## src/rtl/ssp_xcvr_if.sv

```systemverilog
// rtl/ssp_xcvr_if.sv - FIFO-side handshake bundle for the SSP transceiver
interface ssp_xcvr_if #(
    parameter int DATA_WIDTH = 8
);
    logic                  tx_valid;
    logic [DATA_WIDTH-1:0] tx_data;
    logic                  tx_ready;
    logic                  rx_ready;
    logic                  rx_valid;
    logic [DATA_WIDTH-1:0] rx_data;

    // FIFO side: offers TX words and accepts RX words
    modport master (
        output tx_valid, tx_data, rx_ready,
        input  tx_ready, rx_valid, rx_data
    );

    // Transceiver side
    modport slave (
        input  tx_valid, tx_data, rx_ready,
        output tx_ready, rx_valid, rx_data
    );
endinterface

```

## src/rtl/ssp_xcvr.sv

```systemverilog
// rtl/ssp_xcvr.sv - synchronous serial port transceiver (frame-sync, word-serial TX/RX)
module ssp_xcvr #(
    parameter int DATA_WIDTH = 8,
    parameter int CLK_DIV    = 4,
    parameter int MSB_FIRST  = 1
) (
    input  logic      pclk,
    input  logic      clear,
    ssp_xcvr_if.slave fifo,
    input  logic      err_clr,
    input  logic      loopback,
    output logic      rx_overrun,
    output logic      frame_err,
    output logic      sspclkout,
    output logic      sspfssout,
    output logic      ssptxd,
    output logic      sspoe_b,
    input  logic      sspclkin,
    input  logic      sspfssin,
    input  logic      ssprxd
);
    localparam int CW = $clog2(CLK_DIV);
    localparam int BW = $clog2(DATA_WIDTH);
    localparam logic [CW-1:0] CNT_LAST = CW'(CLK_DIV - 1);
    localparam logic [CW-1:0] CNT_HALF = CW'(CLK_DIV / 2);
    localparam logic [BW-1:0] BIT_LAST = BW'(DATA_WIDTH - 1);

    // ---------------- serial clock divider ----------------
    logic [CW-1:0] cnt_q, cnt_d;
    logic          sspclkout_q;
    logic          period_end;

    assign cnt_d      = (cnt_q == CNT_LAST) ? '0 : cnt_q + 1'b1;
    assign period_end = (cnt_q == CNT_LAST);

    // Free-running period counter; sspclkout is high for the first half period
    always_ff @(posedge pclk) begin
        if (clear) begin
            cnt_q       <= CNT_LAST;
            sspclkout_q <= 1'b0;
        end else begin
            cnt_q       <= cnt_d;
            sspclkout_q <= (cnt_d < CNT_HALF);
        end
    end

    // ---------------- transmitter ----------------
    typedef enum logic [1:0] {T_IDLE, T_FRAME, T_SHIFT} tx_state_t;

    tx_state_t             tx_state_q, tx_state_d;
    logic [BW-1:0]         tb_q, tb_d;
    logic [DATA_WIDTH-1:0] tx_word_q, tx_word_d;
    logic                  fss_q, txd_q, txd_d, oe_b_q, oe_b_d;
    logic                  tx_pop;

    // A word is taken only at a word boundary: idle, or the last cycle of the last bit
    assign tx_pop = !clear && fifo.tx_valid && period_end &&
                    ((tx_state_q == T_IDLE) ||
                     (tx_state_q == T_SHIFT && tb_q == BIT_LAST));
    assign fifo.tx_ready = tx_pop;

    // TX next state; the word shifts so the outgoing bit always sits at one end
    always_comb begin
        tx_state_d = tx_state_q;
        tb_d       = tb_q;
        tx_word_d  = tx_word_q;
        if (tx_pop) begin
            tx_state_d = T_FRAME;
            tb_d       = '0;
            tx_word_d  = fifo.tx_data;
        end else if (period_end) begin
            case (tx_state_q)
                T_FRAME: begin
                    tx_state_d = T_SHIFT;
                    tb_d       = '0;
                end
                T_SHIFT: begin
                    if (tb_q == BIT_LAST) begin
                        tx_state_d = T_IDLE;
                    end else begin
                        tb_d      = tb_q + 1'b1;
                        tx_word_d = (MSB_FIRST != 0) ? (tx_word_q << 1) : (tx_word_q >> 1);
                    end
                end
                default: ;
            endcase
        end
    end

    // Line output decode from next state so the registered pins line up with the state
    always_comb begin
        oe_b_d = oe_b_q;
        if (tx_state_d == T_IDLE)
            oe_b_d = 1'b1;
        else if (tx_state_d == T_FRAME && cnt_d == CNT_HALF)
            oe_b_d = 1'b0;
        txd_d = 1'b0;
        if (tx_state_d == T_SHIFT)
            txd_d = (MSB_FIRST != 0) ? tx_word_d[DATA_WIDTH-1] : tx_word_d[0];
    end

    // TX FSM state and registered line outputs
    always_ff @(posedge pclk) begin
        if (clear) begin
            tx_state_q <= T_IDLE;
            tb_q       <= '0;
            tx_word_q  <= '0;
            fss_q      <= 1'b0;
            txd_q      <= 1'b0;
            oe_b_q     <= 1'b1;
        end else begin
            tx_state_q <= tx_state_d;
            tb_q       <= tb_d;
            tx_word_q  <= tx_word_d;
            fss_q      <= (tx_state_d == T_FRAME);
            txd_q      <= txd_d;
            oe_b_q     <= oe_b_d;
        end
    end

    assign sspclkout = sspclkout_q;
    assign sspfssout = fss_q;
    assign ssptxd    = txd_q;
    assign sspoe_b   = oe_b_q;

    // ---------------- receiver ----------------
    logic       rclk_src, rfss_src, rdat_src;
    logic [1:0] rclk_sync_q, rfss_sync_q, rdat_sync_q;
    logic       rclk_prev_q;
    logic       rxedge, rx_fss, rx_bit;

    assign rclk_src = loopback ? sspclkout_q : sspclkin;
    assign rfss_src = loopback ? fss_q       : sspfssin;
    assign rdat_src = loopback ? txd_q       : ssprxd;

    // Two-flop synchronizers; clock, frame and data share the same latency
    always_ff @(posedge pclk) begin
        if (clear) begin
            rclk_sync_q <= '0;
            rfss_sync_q <= '0;
            rdat_sync_q <= '0;
            rclk_prev_q <= 1'b0;
        end else begin
            rclk_sync_q <= {rclk_sync_q[0], rclk_src};
            rfss_sync_q <= {rfss_sync_q[0], rfss_src};
            rdat_sync_q <= {rdat_sync_q[0], rdat_src};
            rclk_prev_q <= rclk_sync_q[1];
        end
    end

    assign rxedge = rclk_sync_q[1] & ~rclk_prev_q;
    assign rx_fss = rfss_sync_q[1];
    assign rx_bit = rdat_sync_q[1];

    typedef enum logic {R_IDLE, R_DATA} rx_state_t;

    rx_state_t             rx_state_q;
    logic [BW-1:0]         rb_q;
    logic [DATA_WIDTH-1:0] rx_shift_q, rx_shift_d, rx_data_q;
    logic                  rx_valid_q, overrun_q, frame_err_q;
    logic                  ovr_set, ferr_set;

    assign rx_shift_d = (MSB_FIRST != 0) ? {rx_shift_q[DATA_WIDTH-2:0], rx_bit}
                                         : {rx_bit, rx_shift_q[DATA_WIDTH-1:1]};
    assign ferr_set = rxedge && (rx_state_q == R_DATA) && rx_fss;
    assign ovr_set  = rxedge && (rx_state_q == R_DATA) && !rx_fss &&
                      (rb_q == BIT_LAST) && !fifo.rx_ready;

    // RX FSM: frame on fss edge, shift bits, push or drop the completed word
    always_ff @(posedge pclk) begin
        if (clear) begin
            rx_state_q  <= R_IDLE;
            rb_q        <= '0;
            rx_shift_q  <= '0;
            rx_data_q   <= '0;
            rx_valid_q  <= 1'b0;
            overrun_q   <= 1'b0;
            frame_err_q <= 1'b0;
        end else begin
            rx_valid_q <= 1'b0;
            if (rxedge) begin
                case (rx_state_q)
                    R_IDLE: begin
                        if (rx_fss) begin
                            rx_state_q <= R_DATA;
                            rb_q       <= '0;
                        end
                    end
                    R_DATA: begin
                        if (rx_fss) begin
                            rb_q       <= '0;
                            rx_shift_q <= '0;
                        end else begin
                            rx_shift_q <= rx_shift_d;
                            if (rb_q == BIT_LAST) begin
                                rx_state_q <= R_IDLE;
                                rb_q       <= '0;
                                if (fifo.rx_ready) begin
                                    rx_valid_q <= 1'b1;
                                    rx_data_q  <= rx_shift_d;
                                end
                            end else begin
                                rb_q <= rb_q + 1'b1;
                            end
                        end
                    end
                    default: ;
                endcase
            end
            overrun_q   <= ovr_set  | (overrun_q   & ~err_clr);
            frame_err_q <= ferr_set | (frame_err_q & ~err_clr);
        end
    end

    assign fifo.rx_valid = rx_valid_q;
    assign fifo.rx_data  = rx_data_q;
    assign rx_overrun    = overrun_q;
    assign frame_err     = frame_err_q;
endmodule

```

## src/flat_wrapper.sv

```systemverilog
// flat-port wrapper written by rule: the top's interface ports become plain ports
module ssp_xcvr_flat 
#(
    parameter int DATA_WIDTH = 8,
    parameter int CLK_DIV    = 4,
    parameter int MSB_FIRST  = 1
)
  (pclk, clear, err_clr, loopback, rx_overrun, frame_err, sspclkout, sspfssout, ssptxd, sspoe_b, sspclkin, sspfssin, ssprxd, fifo_tx_valid, fifo_tx_data, fifo_rx_ready, fifo_tx_ready, fifo_rx_valid, fifo_rx_data);
  ssp_xcvr_if #(.DATA_WIDTH(DATA_WIDTH)) fifo_i ();
  input  logic pclk;
  input  logic clear;
  input  logic err_clr;
  input  logic loopback;
  output logic rx_overrun;
  output logic frame_err;
  output logic sspclkout;
  output logic sspfssout;
  output logic ssptxd;
  output logic sspoe_b;
  input  logic sspclkin;
  input  logic sspfssin;
  input  logic ssprxd;
  input wire logic [$bits(fifo_i.tx_valid)-1:0] fifo_tx_valid;
  input wire logic [$bits(fifo_i.tx_data)-1:0] fifo_tx_data;
  input wire logic [$bits(fifo_i.rx_ready)-1:0] fifo_rx_ready;
  output wire logic [$bits(fifo_i.tx_ready)-1:0] fifo_tx_ready;
  output wire logic [$bits(fifo_i.rx_valid)-1:0] fifo_rx_valid;
  output wire logic [$bits(fifo_i.rx_data)-1:0] fifo_rx_data;
  assign fifo_i.tx_valid = fifo_tx_valid;
  assign fifo_i.tx_data = fifo_tx_data;
  assign fifo_i.rx_ready = fifo_rx_ready;
  assign fifo_tx_ready = fifo_i.tx_ready;
  assign fifo_rx_valid = fifo_i.rx_valid;
  assign fifo_rx_data = fifo_i.rx_data;
  ssp_xcvr #(.DATA_WIDTH(DATA_WIDTH), .CLK_DIV(CLK_DIV), .MSB_FIRST(MSB_FIRST)) u_core (.pclk(pclk), .clear(clear), .fifo(fifo_i), .err_clr(err_clr), .loopback(loopback), .rx_overrun(rx_overrun), .frame_err(frame_err), .sspclkout(sspclkout), .sspfssout(sspfssout), .ssptxd(ssptxd), .sspoe_b(sspoe_b), .sspclkin(sspclkin), .sspfssin(sspfssin), .ssprxd(ssprxd));
endmodule
```

## config.mk

```make
export PLATFORM = sky130hd
export DESIGN_NAME = ssp_xcvr_flat
export DESIGN_NICKNAME = d
export VERILOG_FILES = /design/src/rtl/ssp_xcvr_if.sv /design/src/rtl/ssp_xcvr.sv /design/src/flat_wrapper.sv
export SDC_FILE = /design/constraint.sdc
export NUM_CORES = 1
export LEC_CHECK = 0
export ABC_AREA = 1
export ABC_CLOCK_PERIOD_IN_PS = 1900
export BUFFER_PORTS_ARGS = -buffer_cell sky130_fd_sc_hd__buf_4
export CAP_MARGIN = 20
export CORE_ASPECT_RATIO = 0.7
export CORE_MARGIN = 10
export CORE_UTILIZATION = 35
export CTS_BUF_LIST = sky130_fd_sc_hd__clkbuf_4
export DETAILED_ROUTE_END_ITERATION = 8
export SYNTH_ARGS = -nofsm -noshare
export SYNTH_HDL_FRONTEND = slang
export SYNTH_SLANG_ARGS = --single-unit
export TNS_END_PERCENT = 10
```

## constraint.sdc

```tcl
create_clock -name pclk -period 1.9 [get_ports pclk]
set_input_delay 0.38 -clock pclk [delete_from_list [all_inputs] [get_ports pclk]]
set_output_delay 0.38 -clock pclk [all_outputs]
set_load 0.01 [all_outputs]
```

==> metrics.md, run 1 <==
| Metric | Value |
|---|---|
| Most common cell after layout, fill and taps aside | nand2_1 |
| Post-synthesis adder-cell area fraction | 6.07% |
| TritonCTS buffer count | 5 |
| Synth area leader | dfxtp_1 |
| Detail Route Antenna Nets | 0 |
| Combinational group share of total power | 13.0% |
| Distinct cells, synth | 23 |
| Clock Latency Late Sink | 0.36 ns |
| Clk_skew | 0.0158 ns |
| Setup WS pre-CTS | 0.236 ns |
| Row count | 23 |
| Outcome | finished clean |
| Reg-to-Reg Start | u_core.tb_q[0] |
| Net count reported at finish | 345 |
| Register bit total from synthesis | 48 |
| Endpoints failing hold | 0 |
| Post-synthesis compound-gate area fraction | 9.16% |
| IO Port Bufs | 32 |
| Pin count of the biggest net entering global routing | 23 |
| Hold buffers post-CTS | 0 |
| Total internal power | 1300 uW |
| Worst slew pin tran | 0.415 ns |
| Synth Area in XOR/XNOR | 0% |
| Met2 Track Usage GR | 15.4% |
| Clk root buf | clkbuf_4 |
| Min cycle time layout | 1.79 ns |
| Final TNS setup | 0 ns |
| WL per Instance | 11.1 um |
| DR pass1 iterations | 4 |
| Met3 GRT Util | 3.27% |
| DPL Wire Length | 3.10 mm |
| GR peak layer | met2 |
| Slew Limit Headroom | 72.0% |
| Grt ovf | 0 |
| Global-route usage over all layers | 9.69% |
| Fin crit share | 94.2% |
| Worst min path class | primary input to register |
| DRC | 0 |
| CP Launch Point | u_core.tb_q[0] |
| Via density | 4.47 |
| Critical path class | register to primary output |
| FF-to-FF End | u_core.tb_q[0] |
| CTS tree | built |
| Final Max Tran Viols | 0 |
| Clock buffer depth | 2 |
| Yosys warnings | 0 |
| Max Clk Rate | 559 MHz |
| Cells after synthesis | 277 |
| Critical path fanouts, max | 2 |
| Peak VDD IR | 0.315 mV |
| GR met1 Demand/Resource | 11.9% |
| Multiplexer area fraction after synthesis | 0% |
| Register area share after synthesis | 46.6% |
| Critical Path RT | 1.52 ns |
| Critical path capture point | fifo_tx_ready |
| Drt total wl | 4.39 mm |
| R2R depth | 11 |
| Cell area power density | 705 nW/um2 |
| CP Data Arrival Time | 1.41 ns |
| Share of power burned in registers | 60.3% |
| Simple-gate share of the synthesized area | 27.7% |
| Final setup vio count | 0 |
| Mean Syn Cell Area | 7.44 um2 |
| Clock power frac | 26.7% |
| Antenna violations before repair | 0 |
| Largest family of logic cells by synthesized area | simple AND/OR/NAND/NOR gates |
| RSZ-0062 raised after global routing | false |
| Syn Nets | 304 |
| Antenna Cells | 0 |
| Gp weighted congestion | 0.814 |
| Filler cells | 583 |
| Initial DRC count | 88 |
| Layout area overhead | 22.3% |
| Vias | 1762 |
| Die width | 112 um |
| Die Y | 84.2 um |
| Vias in the first global route | 1695 |
| Clock sink count | 48 |
| Hold WS | 0.254 ns |
| Ports | 33 |
| Initial core utilization | 36.0% |
| Max Cap Viol | 0 |
| First-pass GRT wire length | 7.76 mm |
| Clock slew at reported path FFs | 0.14 ns |
| Synth top area share | 46.6% |
| Sw frac | 26.9% |
| Cell area after synthesis | 2060 um2 |
| Lkg Pwr | 0.00118 uW |
| Final worst setup slack | 0.110 ns |
| Commonest non-fill, non-tap cells in the layout | nand2_1, dfxtp_1, buf_4 |
| H-tree levels | 2 |
| Core area | 5730 um2 |
| Worst reg2reg setup slack | 0.18 ns |
| Area contributors post-synth | dfxtp_1, nand2_1, inv_1 |
| Die ar. | 9410 um2 |
| Net switching power | 479 uW |
| Critical Path Start Type | register |
| Share of cells above drive strength 1 | 23.2% |
| Crit. End Element | primary output |
area by class of cell:
cell class,count,area (um2),area share (%)
inverter,43,164,6.50
clock buffer,6,45.0,1.79
sequential,48,967,38.4
tap,75,93.8,3.72
timing repair buffer,42,315,12.5
clock inverter,2,11.3,0.447
multi-input combinational,178,925,36.7
synth_stat cells:
| cell type | n |
|---|---|
| inv_2 | 3 |
| a21oi_1 | 17 |
| buf_6 | 1 |
| nor2_4 | 3 |
| buf_12 | 1 |
| nand3_1 | 5 |
| buf_2 | 1 |
| dfxtp_1 | 48 |
| clkbuf_1 | 5 |
| a22oi_1 | 1 |
| nand2_4 | 1 |
| ha_1 | 10 |
| nand4_1 | 8 |
| o21ai_0 | 16 |
| a21oi_2 | 1 |
| nor3_1 | 1 |
| nor2_2 | 1 |
| nand2_1 | 72 |
| inv_1 | 40 |
| o211ai_1 | 1 |
| nor2_1 | 38 |
| nand3_2 | 2 |
| nand2_2 | 1 |
power groups by stage:
stage | registers [uW] | logic, uW | clock network [uW]
after floorplan | 1090 | 132 | 0
after global placement | 1090 | 209 | 0
after detailed placement | 1090 | 210 | 0
after CTS | 1070 | 224 | 498
after global routing | 1080 | 264 | 534
final | 1070 | 232 | 475
sequential cells by signal, indices dropped and copies added (netlist names), 2 cells and up:
signal and cells:
u_core.fifo.rx_data 8, u_core.tx_word_q 8, u_core.rx_shift_q 7, u_core.rb_q 3, u_core.tb_q 3, u_core.cnt_q 2, u_core.rclk_sync_q 2, u_core.rdat_sync_q 2
u_core.rfss_sync_q 2, u_core.tx_state_q 2
worst min path at each step:
stage	from	slack (ns)	to	cells after the start
floorplan	u_core.rclk_sync_q[0]	0.39	u_core.rclk_sync_q[1]	2
detailed placement	u_core.rclk_sync_q[0]	0.41	u_core.rclk_sync_q[1]	2
global placement	u_core.rclk_sync_q[0]	0.40	u_core.rclk_sync_q[1]	2
CTS	ssprxd	0.25	u_core.rdat_sync_q[0]	3
global route	err_clr	0.26	u_core.frame_err	4
finish	ssprxd	0.25	u_core.rdat_sync_q[0]	3
metrics by stage:
step | power (uW) | instances | utilization, % | instance area [um2]
after floorplan | 1220 | 277 | - | 2060
after global placement | 1300 | 381 | 41.5 | 2380
after detailed placement | 1300 | 381 | 41.5 | 2380
after CTS | 1790 | 393 | 43.3 | 2480
after global routing | 1870 | 394 | 44.0 | 2520
final | 1780 | 394 | 44.0 | 2520
layer usage:
| metal | routed length (um) | vias to the layer above |
|---|---|---|
| met3 | 225 | 7 |
| li1 | - | 944 |
| met2 | 1960 | 30 |
| met1 | 2160 | 781 |
| met4 | 53 | 0 |
| met5 | 0 | - |
logic make-up (layout without fill, tap and decap cells):
| kind of cell | Yosys count | in the layout |
|---|---|---|
| flops | 48 | 48 |
| simple gates | 132 | 132 |
| buf+inv | 51 | 93 |
| fa+ha+maj | 10 | 10 |
| compound gates | 36 | 36 |
what timing repair did:
item | in CTS | in global routing
setup endpoints to repair | 1 | 9
pin swaps | 1 | 1
gates resized for setup | 6 | 11
buffers inserted | 4 | 1
critical path, cell delays in order, from the launching register on:
cell and delay, ns:
dfxtp_2 0.34, ha_2 0.19, ha_4 0.16, nand2_2 0.06
nand2_2 0.06, nand3_4 0.07, inv_4 0.04, buf_4 0.13
Note: power is estimated with default switching activity, not from simulation.
==> run 2, diff against run 1 <==
--- a/config.mk
+++ b/config.mk
@@ -14,6 +14,7 @@
 export CORE_UTILIZATION = 35
 export CTS_BUF_LIST = sky130_fd_sc_hd__clkbuf_4
 export DETAILED_ROUTE_END_ITERATION = 8
+export PLACE_DENSITY = 0.64
 export SYNTH_ARGS = -nofsm -noshare
 export SYNTH_HDL_FRONTEND = slang
 export SYNTH_SLANG_ARGS = --single-unit
==> run 2 against run 1 <==
Utilization increased by 0.087 points. Cell count decreased by 0.25%. Register-to-register slack gained 0.07 ns. Sequential power about the same. Final area is 0.20% higher. Combinational power hardly changed. Global-route usage decreased by 0.58 points. Clock skew is 0.0027 ns lower. First-iteration DRC count decreased by 40%. Non-clock buffer count is 1 lower. Flip-flop and latch count unchanged. Highest routed layer unchanged.
==> metrics.md, run 2 (synthesis gave the netlist of run 1 again) <==
| Metric | Value |
|---|---|
| Outcome | finished clean |
| FF-to-FF End | u_core.tx_word_q[2] |
| CP max-delay cell | dfxtp_2 |
| Ports | 33 |
| Peak VDD IR | 0.321 mV |
| Filler cells | 593 |
| DPL Wire Length | 3.19 mm |
| Layout area overhead | 22.5% |
| Combinational group share of total power | 12.1% |
| Share of power burned in registers | 56.3% |
| Net count reported at finish | 344 |
| Min-delay src | clear |
| Pin count of the biggest net entering global routing | 20 |
| Grt ovf | 0 |
| Net switching power | 486 uW |
| Initial core utilization | 36.0% |
| Endpoints failing hold | 0 |
| Crit. End Element | primary output |
| Fin crit share | 95.9% |
| DR pass1 iterations | 4 |
| Crit path cell chain | ha_1, ha_2, nand2_1, nand2_2, nand3_4, inv_4, buf_4 |
| Final TNS setup | 0 ns |
| Drt total wl | 4.34 mm |
| Share of cells above drive strength 1 | 21.7% |
| Die ar. | 9410 um2 |
| Via density | 4.45 |
| Row count | 23 |
| Post-route cell area | 2530 um2 |
| RSZ-0062 raised after global routing | false |
| Cells on Worst Hold Path | 2 |
| Die width | 112 um |
| CTS tree | built |
| TritonCTS buffer count | 5 |
| Hold EP | u_core.tx_word_q[0] |
| Initial DRC count | 53 |
| Total internal power | 1420 uW |
| Final setup vio count | 0 |
| Antenna violations before repair | 0 |
| Critical Path RT | 1.52 ns |
| WL per Instance | 11.0 um |
| DP Area | 2380 um2 |
| Clock Latency Late Sink | 0.36 ns |
| Critical path class | register to primary output |
| IO Port Bufs | 32 |
| Gp weighted congestion | 0.879 |
| First-pass GRT wire length | 7.48 mm |
| Hold buffers post-CTS | 0 |
| H-tree levels | 2 |
| Final core occ | 44.1% |
| Worst slew pin tran | 0.387 ns |
| CP Data Arrival Time | 1.44 ns |
| Core area | 5730 um2 |
| R2R depth | 10 |
| Slew Limit Headroom | 74.0% |
| Clock buffer depth | 2 |
| Vias in the first global route | 1700 |
| Max Clk Rate | 549 MHz |
| Global-route usage over all layers | 9.11% |
| DRC | 0 |
| Clk root buf | clkbuf_4 |
| Sw frac | 25.5% |
| Worst reg2reg setup slack | 0.25 ns |
| Clock slew at reported path FFs | 0.13 ns |
| Commonest non-fill, non-tap cells in the layout | nand2_1, dfxtp_1, buf_4 |
| Clock power frac | 31.7% |
| Critical Path Start Type | register |
| Min cycle time layout | 1.82 ns |
| Cell area power density | 754 nW/um2 |
| Critical path fanouts, max | 2 |
| Clk_skew | 0.0131 ns |
| Lkg Pwr | 0.00119 uW |
| Worst min path class | primary input to register |
| Die Y | 84.2 um |
| Most common cell after layout, fill and taps aside | nand2_1 |
| Antenna Cells | 0 |
| Clock sink count | 48 |
| Max Cap Viol | 0 |
| Vias | 1749 |
| Reg-to-Reg Start | u_core.tb_q[0] |
| Final Max Tran Viols | 0 |
| Crit-path max cell delay | 0.34 ns |
| Detail Route Antenna Nets | 0 |
-- run 2: cell types whose count changed in the layout (fill, tap and decap cells not counted), sizes merged --
cell      delta
bufinv       +1
clkinvlp     -1
clkbuf       -1
clkinv       +1
buf          -1
-- run 2: layout make-up --
class / instances / area, um2 / share of cell area, %
repair buffers: 41 / 308 / 12.2
clock buffers: 5 / 37.5 / 1.49
clock inverters: 3 / 42.5 / 1.68
inverters: 43 / 164 / 6.49
well taps: 75 / 93.8 / 3.71
flip-flops and latches: 48 / 966 / 38.2
multi-input cells: 178 / 915 / 36.2
-- run 2: power groups by stage --
| stage | clock network [uW] | registers [uW] | logic, uW |
|---|---|---|---|
| 6_report | 604 | 1070 | 230 |
| 5_1_grt | 671 | 1080 | 262 |
| 4_1_cts | 627 | 1070 | 222 |
| 3_5_place_dp | 0 | 1090 | 211 |
| 3_3_place_gp | 0 | 1090 | 208 |
| 2_1_floorplan | 0 | 1090 | 132 |
-- run 2: routing by layer --
layer,track usage (%),up-vias,wire [um]
li1,-,937,-
met1,11.1,786,2150
met2,15.3,19,2010
met3,2.06,7,110
met4,3.61,0,68
met5,0,-,0
-- run 2: critical path: cells and delay by family, from the launching register on --
kind | cells | cell delay, ns
adder cells (fa/ha/maj) | 2 | 0.38
buffers and inverters | 2 | 0.17
AND/OR/NAND/NOR | 3 | 0.20
flip-flops | 1 | 0.34
-- run 2: worst max path at each step --
stage / startpoint / end / slack [ns] / depth (start not counted)
after detailed placement: u_core.cnt_q[0] / fifo_tx_ready / 0.24 / 6
after global routing: u_core.tb_q[0] / fifo_tx_ready / 0.01 / 7
after global placement: u_core.tx_state_q[0] / fifo_tx_ready / 0.31 / 7
final: u_core.tb_q[0] / fifo_tx_ready / 0.08 / 7
after CTS: u_core.tx_state_q[0] / fifo_tx_ready / 0.02 / 7
after floorplan: u_core.tb_q[0] / u_core.tx_word_q[1] / 0.46 / 10
-- run 2: stage by stage --
step	hold slack [ns]	power (uW)	setup slack, ns	cells
after CTS	0.203	1920	0.0216	392
after detailed placement	0.398	1300	0.238	381
final	0.228	1910	0.0787	393
after floorplan	0.388	1220	0.457	277
after global routing	0.216	2010	0.0123	393
after global placement	0.394	1300	0.315	381
-- run 2: repair_timing --
item | in CTS | in global routing
resized for setup | 7 | 5
setup buffers | 3 | 1
pin swaps | 1 | 1
setup endpoints to repair | 1 | 1
